==> src/rtl/io_output_bank.sv <==
// Memory-mapped output port bank with byte lanes, set/clear/toggle writes and readback.
// Optional shadow buffering with a single commit address: OUT_SHADOW_EN.
module io_output_bank #(
    parameter int          NPORTS    = 4,
    parameter int          DW        = 32,
    parameter logic [1:0]  REGION    = 2'b10,
    parameter logic [31:0] RESET_VAL = '0
) (
    input  logic                 io_clk,
    input  logic                 resetn,
    input  logic [31:0]          addr,
    input  logic [31:0]          datain,
    input  logic [3:0]           byte_en,
    input  logic                 write_io_enable,
    input  logic                 read_io_enable,
    output logic [31:0]          rdata,
    output logic                 rvalid,
    output logic [NPORTS*DW-1:0] out_ports,
    output logic [NPORTS-1:0]    port_upd
);

    localparam int          NL = DW / 8;
    localparam logic [2:0]  NP = 3'(NPORTS);
    localparam logic [DW-1:0] RST = RESET_VAL[DW-1:0];

    typedef logic [DW-1:0] word_t;

    function automatic word_t merge(word_t cur, logic [31:0] din,
                                    logic [3:0] be, logic [1:0] mode);
        word_t r;
        r = cur;
        for (int b = 0; b < NL; b++) begin
            if (be[b]) begin
                case (mode)
                    2'b00:   r[8*b +: 8] = din[8*b +: 8];
                    2'b01:   r[8*b +: 8] = cur[8*b +: 8] | din[8*b +: 8];
                    2'b10:   r[8*b +: 8] = cur[8*b +: 8] & ~din[8*b +: 8];
                    default: r[8*b +: 8] = cur[8*b +: 8] ^ din[8*b +: 8];
                endcase
            end
        end
        return r;
    endfunction

    logic [1:0] idx;
    logic [1:0] mode;
    logic       hit;
    logic       sel_ok;
    logic       wr_hit;

    assign idx    = addr[3:2];
    assign mode   = addr[5:4];
    assign hit    = (addr[7:6] == REGION);
    assign sel_ok = hit && ({1'b0, idx} < NP);
    assign wr_hit = write_io_enable && sel_ok;

    logic unused_addr;
    assign unused_addr = ^{addr[31:8], addr[1:0]};

    word_t       out_q   [NPORTS];
    word_t       out_nxt [NPORTS];
    word_t       wr_cur  [NPORTS];
    word_t       wr_nxt  [NPORTS];
    word_t       rd_val;
    logic [31:0] rdata_nxt;

    // wr_cur is whatever register set writes and readback act on
    always_comb begin
        rd_val = '0;
        for (int i = 0; i < NPORTS; i++) begin
            wr_nxt[i] = wr_cur[i];
            if (idx == 2'(i)) begin
                rd_val = wr_cur[i];
                if (wr_hit)
                    wr_nxt[i] = merge(wr_cur[i], datain, byte_en, mode);
            end
        end
        rdata_nxt = sel_ok ? 32'(rd_val) : 32'h0;
    end

`ifdef OUT_SHADOW_EN
    word_t shd_q [NPORTS];
    logic  commit;

    assign commit = write_io_enable && (addr[7:6] == ~REGION) &&
                    (addr[5:2] == 4'b0);

    always_comb begin
        for (int i = 0; i < NPORTS; i++) begin
            wr_cur[i]  = shd_q[i];
            out_nxt[i] = commit ? shd_q[i] : out_q[i];
        end
    end

    always_ff @(posedge io_clk or negedge resetn) begin
        if (!resetn) begin
            for (int i = 0; i < NPORTS; i++)
                shd_q[i] <= RST;
        end else begin
            for (int i = 0; i < NPORTS; i++)
                shd_q[i] <= wr_nxt[i];
        end
    end
`else
    always_comb begin
        for (int i = 0; i < NPORTS; i++) begin
            wr_cur[i]  = out_q[i];
            out_nxt[i] = wr_nxt[i];
        end
    end
`endif

    always_ff @(posedge io_clk or negedge resetn) begin
        if (!resetn) begin
            for (int i = 0; i < NPORTS; i++)
                out_q[i] <= RST;
            port_upd <= '0;
            rdata    <= '0;
            rvalid   <= 1'b0;
        end else begin
            for (int i = 0; i < NPORTS; i++) begin
                out_q[i]    <= out_nxt[i];
                port_upd[i] <= (out_nxt[i] != out_q[i]);
            end
            rdata  <= read_io_enable ? rdata_nxt : 32'h0;
            rvalid <= read_io_enable;
        end
    end

    for (genvar g = 0; g < NPORTS; g++) begin : g_out
        assign out_ports[g*DW +: DW] = out_q[g];
    end

endmodule
==> config.mk <==
export PLATFORM = sky130hd
export DESIGN_NAME = io_output_bank
export DESIGN_NICKNAME = d
export VERILOG_FILES = /design/src/rtl/io_output_bank.sv
export SDC_FILE = /design/constraint.sdc
export NUM_CORES = 1
export LEC_CHECK = 0
export BUFFER_PORTS_ARGS = -buffer_cell sky130_fd_sc_hd__clkbuf_2
export CAP_MARGIN = 30
export CORE_MARGIN = 2
export CORE_UTILIZATION = 50
export DETAILED_ROUTE_END_ITERATION = 12
export GPL_TIMING_DRIVEN = 0
export PLACE_DENSITY = 0.76
export SYNTH_ARGS = -nofsm -noshare
export SYNTH_HDL_FRONTEND = slang
export SYNTH_SLANG_ARGS = --single-unit
export TNS_END_PERCENT = 20
==> constraint.sdc <==
create_clock -name io_clk -period 6.93 [get_ports io_clk]
set_clock_uncertainty 0.2 [all_clocks]
set_input_delay 0.693 -clock io_clk [delete_from_list [all_inputs] [get_ports io_clk]]
set_output_delay 0.693 -clock io_clk [all_outputs]
set_load 0.02 [all_outputs]
==> tab_implementation.tex <==
\begin{tabular}{lr}
\hline
Metric & Value \\
\hline
\multicolumn{2}{l}{\textbf{Floorplan}} \\
Vertical extent of the die & 181 µm \\
Std-Cell Rows & 64 \\
Area enclosed by the die boundary & 0.0326 mm² \\
Chip Width & 181 µm \\
Total I/O pin count & 237 \\
Floorplan core area & 0.0307 mm² \\
Effective utilization at floorplan & 0.508 \\
\multicolumn{2}{l}{\textbf{Routing}} \\
Aggregate routed wire length & 55.8 mm \\
Iteration-0 DRC Markers & 1540 \\
Drt wl/cell & 24.8 µm \\
DR vias & 14.0k \\
Via/cell ratio & 6.22 \\
DRC viols & 0 \\
Total iterations of the first detailed-routing run & 8 \\
Remaining number of nets flagged by the antenna check after routing & 0 \\
\multicolumn{2}{l}{\textbf{Job}} \\
Max-cap viol count & 0 \\
\multicolumn{2}{l}{\textbf{Timing}} \\
Transition at the pin with the smallest max-transition slack & 1.08 ns \\
Setup repair after global routing missed its margin & false \\
Count of endpoints failing hold in the final timing report & 0 \\
Minimum period implied by the final worst setup slack & 3.49 ns \\
Relative slew slack & 0.274 \\
Count of pins over their slew limit & 0 \\
Setup TNS & 0 ns \\
Final Setup Violations & 0 \\
Final period util & 0.504 \\
Maximum clock frequency & 0.286 GHz \\
\multicolumn{2}{l}{\textbf{Setup path}} \\
Critical register-to-register path endpoint & port\_upd[2]\$\_DFF\_PN0\_ \\
Critical path required time & 7.02 ns \\
R2R setup slack & 3.83 ns \\
Largest driver fanout on the critical path & 10 \\
Type of element capturing the critical path & flip-flop \\
Cell Chain, Critical Path & buf\_6 -> buf\_6 -> buf\_4 -> buf\_4 -> buf\_2 -> a21oi\_1 -> xnor2\_1 -> nand4\_1 -> o31ai\_1 -> nand4b\_1 \\
Data arrival time of the critical path & 3.59 ns \\
Crit-path slowest cell & sky130\_fd\_sc\_hd\_\_o31ai\_1 \\
Number of buffer and inverter stages on the critical path & 5 \\
Largest incremental delay on the critical path & 0.62 ns \\
Worst setup path class & input port to flip-flop \\
Kind of launch point of the worst setup path & input port \\
Number of cells on the worst reg-to-reg path & 8 \\
Worst reg2reg path startpoint & out\_ports[67]\$\_DFF\_PN0\_ \\
Cell type group with the largest total delay on the critical path & buffers and inverters \\
\multicolumn{2}{l}{\textbf{Yosys}} \\
Largest family of logic cells by synthesized area & adder cells \\
Synthesized net count & 1935 \\
Seq/Total Area, Yosys & 0.265 \\
Post-synth ARST share & 1.00 \\
Basic-gate share of the synthesized area counting and, or, nand and nor cells & 0.0909 \\
Post-synth cell types & 58 \\
Xor/xnor cell area share of the yosys netlist & 0.0505 \\
Synth top area share & 0.265 \\
Cells after Synth & 1607 \\
Most used DFF post-synth & sky130\_fd\_sc\_hd\_\_dfrtp\_1 \\
Post-Synthesis Cell Area & 0.0156 mm² \\
Number of synthesized flops with an enable pin & 0 \\
Biggest area consumer among synthesized cells & sky130\_fd\_sc\_hd\_\_dfrtp\_1 \\
Post-synthesis register bit count & 165 \\
Synthesis warning total & 0 \\
Compound-cell area share of the yosys netlist & 0.119 \\
Cells taking the most area after synthesis & sky130\_fd\_sc\_hd\_\_dfrtp\_1, sky130\_fd\_sc\_hd\_\_ha\_1, sky130\_fd\_sc\_hd\_\_mux4\_2, sky130\_fd\_sc\_hd\_\_inv\_1, sky130\_fd\_sc\_hd\_\_xnor2\_1 \\
Adder-cell area share of the yosys netlist & 0.205 \\
Share of cell area taken by muxes after synthesis & 0.178 \\
Post-Synthesis Mean Instance Area & 9.70 µm² \\
\multicolumn{2}{l}{\textbf{Final layout}} \\
Count of placed standard cells in the final layout, fillers left out & 2246 \\
Number of nets at the end of the flow & 2165 \\
Area Growth Syn to Fin & 14.4\% \\
Core Util, Final & 0.581 \\
Filler cells & 2652 \\
Fraction of final layout cells sized beyond drive strength 1 & 0.226 \\
Post-layout instance area & 0.0178 mm² \\
\multicolumn{2}{l}{\textbf{Clocking}} \\
Hold buffers post-CTS & 0 \\
Clock Latency Late Sink & 0.47 ns \\
Clock sink count & 165 \\
Quantity of gates resized following cts & 0 \\
Inserted Clock Buffers & 17 \\
CTS clock-pin slew for the worst setup and hold paths & 0.07 ns \\
Clock tree from TritonCTS & yes \\
Maximum number of buffers from clock root to sink & 2 \\
Buffer type at the clock tree root & sky130\_fd\_sc\_hd\_\_clkbuf\_16 \\
Number of setup buffers added after CTS & 0 \\
Maximum level of the CTS H-tree & 4 \\
\multicolumn{2}{l}{\textbf{Placed design}} \\
Instance area after placement & 0.0172 mm² \\
Port-buffer cells & 208 \\
Cell count after placement & 2213 \\
Total half-perimeter wirelength after legalization and detailed placement & 40.5 mm \\
RePlAce Congestion & 0.985 \\
\multicolumn{2}{l}{\textbf{Power}} \\
Worst voltage drop across the vdd grid & 0.000196 V \\
Leakage & 8.56 nW \\
Pwr/cell area & 249 mW/mm² \\
\multicolumn{2}{l}{\textbf{Min path}} \\
Min-delay worst type & input port to async pin \\
\multicolumn{2}{l}{\textbf{Global routing}} \\
Total routing resource utilization after global routing & 0.340 \\
Initial antenna violation count & 0 \\
Global-route wire length before repair & 83.0 mm \\
Vias in the first global route & 13.7k \\
Largest net degree at the start of global routing & 62 \\
Overflow left after global routing & 0 \\
\multicolumn{2}{l}{\textbf{Outcome}} \\
Outcome & complete, no violations \\
\hline
\end{tabular}
==> final cells by class <==
class	count	area, µm²	area share
antenna	1	2.50	0.000140
buffer	76	479	0.0269
clock buffer	21	440	0.0247
clock inverter	10	180	0.0101
inverter	254	953	0.0535
multi-input combinational	1112	10000	0.563
sequential	165	4130	0.232
tap	396	495	0.0278
timing repair buffer	211	1120	0.0628
==> flip-flops by register name (all words and copies together), names as in the netlist <==
signal	cells
out_ports	128
rdata	32
port_upd	4
rvalid	1
==> where the power goes <==
part | internal [mW] | total (mW) | switching [mW]
Combinational | 0.793 | 1.91 | 1.12
Clock | 0.636 | 1.08 | 0.442
Sequential | 1.14 | 1.46 | 0.314
==> per-layer routing <==
metal | vias to the layer above | track usage | wire [µm]
li1 | 5979 | - | -
met1 | 6867 | 0.439 | 21300
met2 | 905 | 0.522 | 24700
met3 | 221 | 0.0790 | 6140
met4 | 0 | 0.204 | 3580
met5 | - | 0 | 0
==> synthesized netlist by cell type (all sizes together) (2+ instances only) <==
| library cell | count |
|---|---|
| nand4 | 9 |
| a211oi | 25 |
| a22oi | 8 |
| o21ai | 123 |
| ha | 256 |
| or3 | 2 |
| and2 | 3 |
| clkbuf | 22 |
| a221o | 2 |
| nor2 | 97 |
| mux2 | 9 |
| a221oi | 5 |
| buf | 54 |
| a31oi | 3 |
| nand3 | 8 |
| o2bb2ai | 4 |
| o221ai | 3 |
| nand2 | 125 |
| a2111oi | 4 |
| a21oi | 105 |
| nor2b | 48 |
| xnor2 | 90 |
| mux2i | 11 |
| dfrtp | 165 |
| a211o | 8 |
| nor3 | 8 |
| nor4 | 7 |
| o22ai | 9 |
| o211ai | 2 |
| or2 | 2 |
| inv | 254 |
| mux4 | 113 |
| nand4b | 2 |
| o31ai | 3 |
| o21a | 2 |
| nand2b | 2 |
==> worst reg2reg max path: stages, from the launching register on <==
cell	delay, ns
sky130_fd_sc_hd__dfrtp_1	0.45
sky130_fd_sc_hd__inv_1	0.10
sky130_fd_sc_hd__ha_1	0.27
sky130_fd_sc_hd__mux4_2	0.49
sky130_fd_sc_hd__xnor2_1	0.15
sky130_fd_sc_hd__nor4_1	0.56
sky130_fd_sc_hd__a21oi_1	0.28
sky130_fd_sc_hd__a21oi_1	0.20
sky130_fd_sc_hd__nand4_1	0.22
==> cell usage in the layout (no fill, tap or decap), types with 17 or more instances in the layout <==
cell type	synthesis	routed
sky130_fd_sc_hd__a211oi_1	25	25
sky130_fd_sc_hd__a21oi_1	105	105
sky130_fd_sc_hd__buf_2	21	21
sky130_fd_sc_hd__buf_4	18	18
sky130_fd_sc_hd__clkbuf_1	22	26
sky130_fd_sc_hd__clkbuf_16	0	17
sky130_fd_sc_hd__clkbuf_2	0	207
sky130_fd_sc_hd__dfrtp_1	165	165
sky130_fd_sc_hd__ha_1	256	256
sky130_fd_sc_hd__inv_1	253	253
sky130_fd_sc_hd__mux4_2	113	113
sky130_fd_sc_hd__nand2_1	125	125
sky130_fd_sc_hd__nor2_1	97	97
sky130_fd_sc_hd__nor2b_1	48	48
sky130_fd_sc_hd__o21ai_0	123	123
sky130_fd_sc_hd__xnor2_1	90	90
==> per-stage QoR <==
| stage | power, mW | setup slack (ns) | hold slack, ns |
|---|---|---|---|
| final | 4.44 | 3.44 | 0.000502 |
| after global routing | 4.66 | 3.47 | 0.0430 |
| after CTS | 4.40 | 3.60 | 0.0198 |
| after detailed placement | 3.32 | 3.18 | 0.391 |
| after global placement | 3.22 | 1.50 | 0.379 |
| after floorplan | 2.65 | 4.20 | 0.197 |
==> cells by family after synthesis <==
kind of cell / after synthesis
xor gates and xnor gates: 90
muxes: 133
DFF: 165
buffers and inverters: 330
and+or+nand+nor: 317
adders and majority gates: 256
AOI/OAI and AO/OA: 316
==> worst max-delay path by stage <==
stage                                  to      start  cells after the start
global placement      rdata[25]$_DFF_PN0_     resetn                      1
CTS                 port_upd[1]$_DFF_PN0_    addr[4]                     10
global route        port_upd[2]$_DFF_PN0_    addr[4]                      9
floorplan           port_upd[0]$_DFF_PN0_  datain[4]                      8
finish              port_upd[1]$_DFF_PN0_    addr[4]                     10
detailed placement  port_upd[1]$_DFF_PN0_    addr[4]                     10
(Power assumes the default switching activity.)
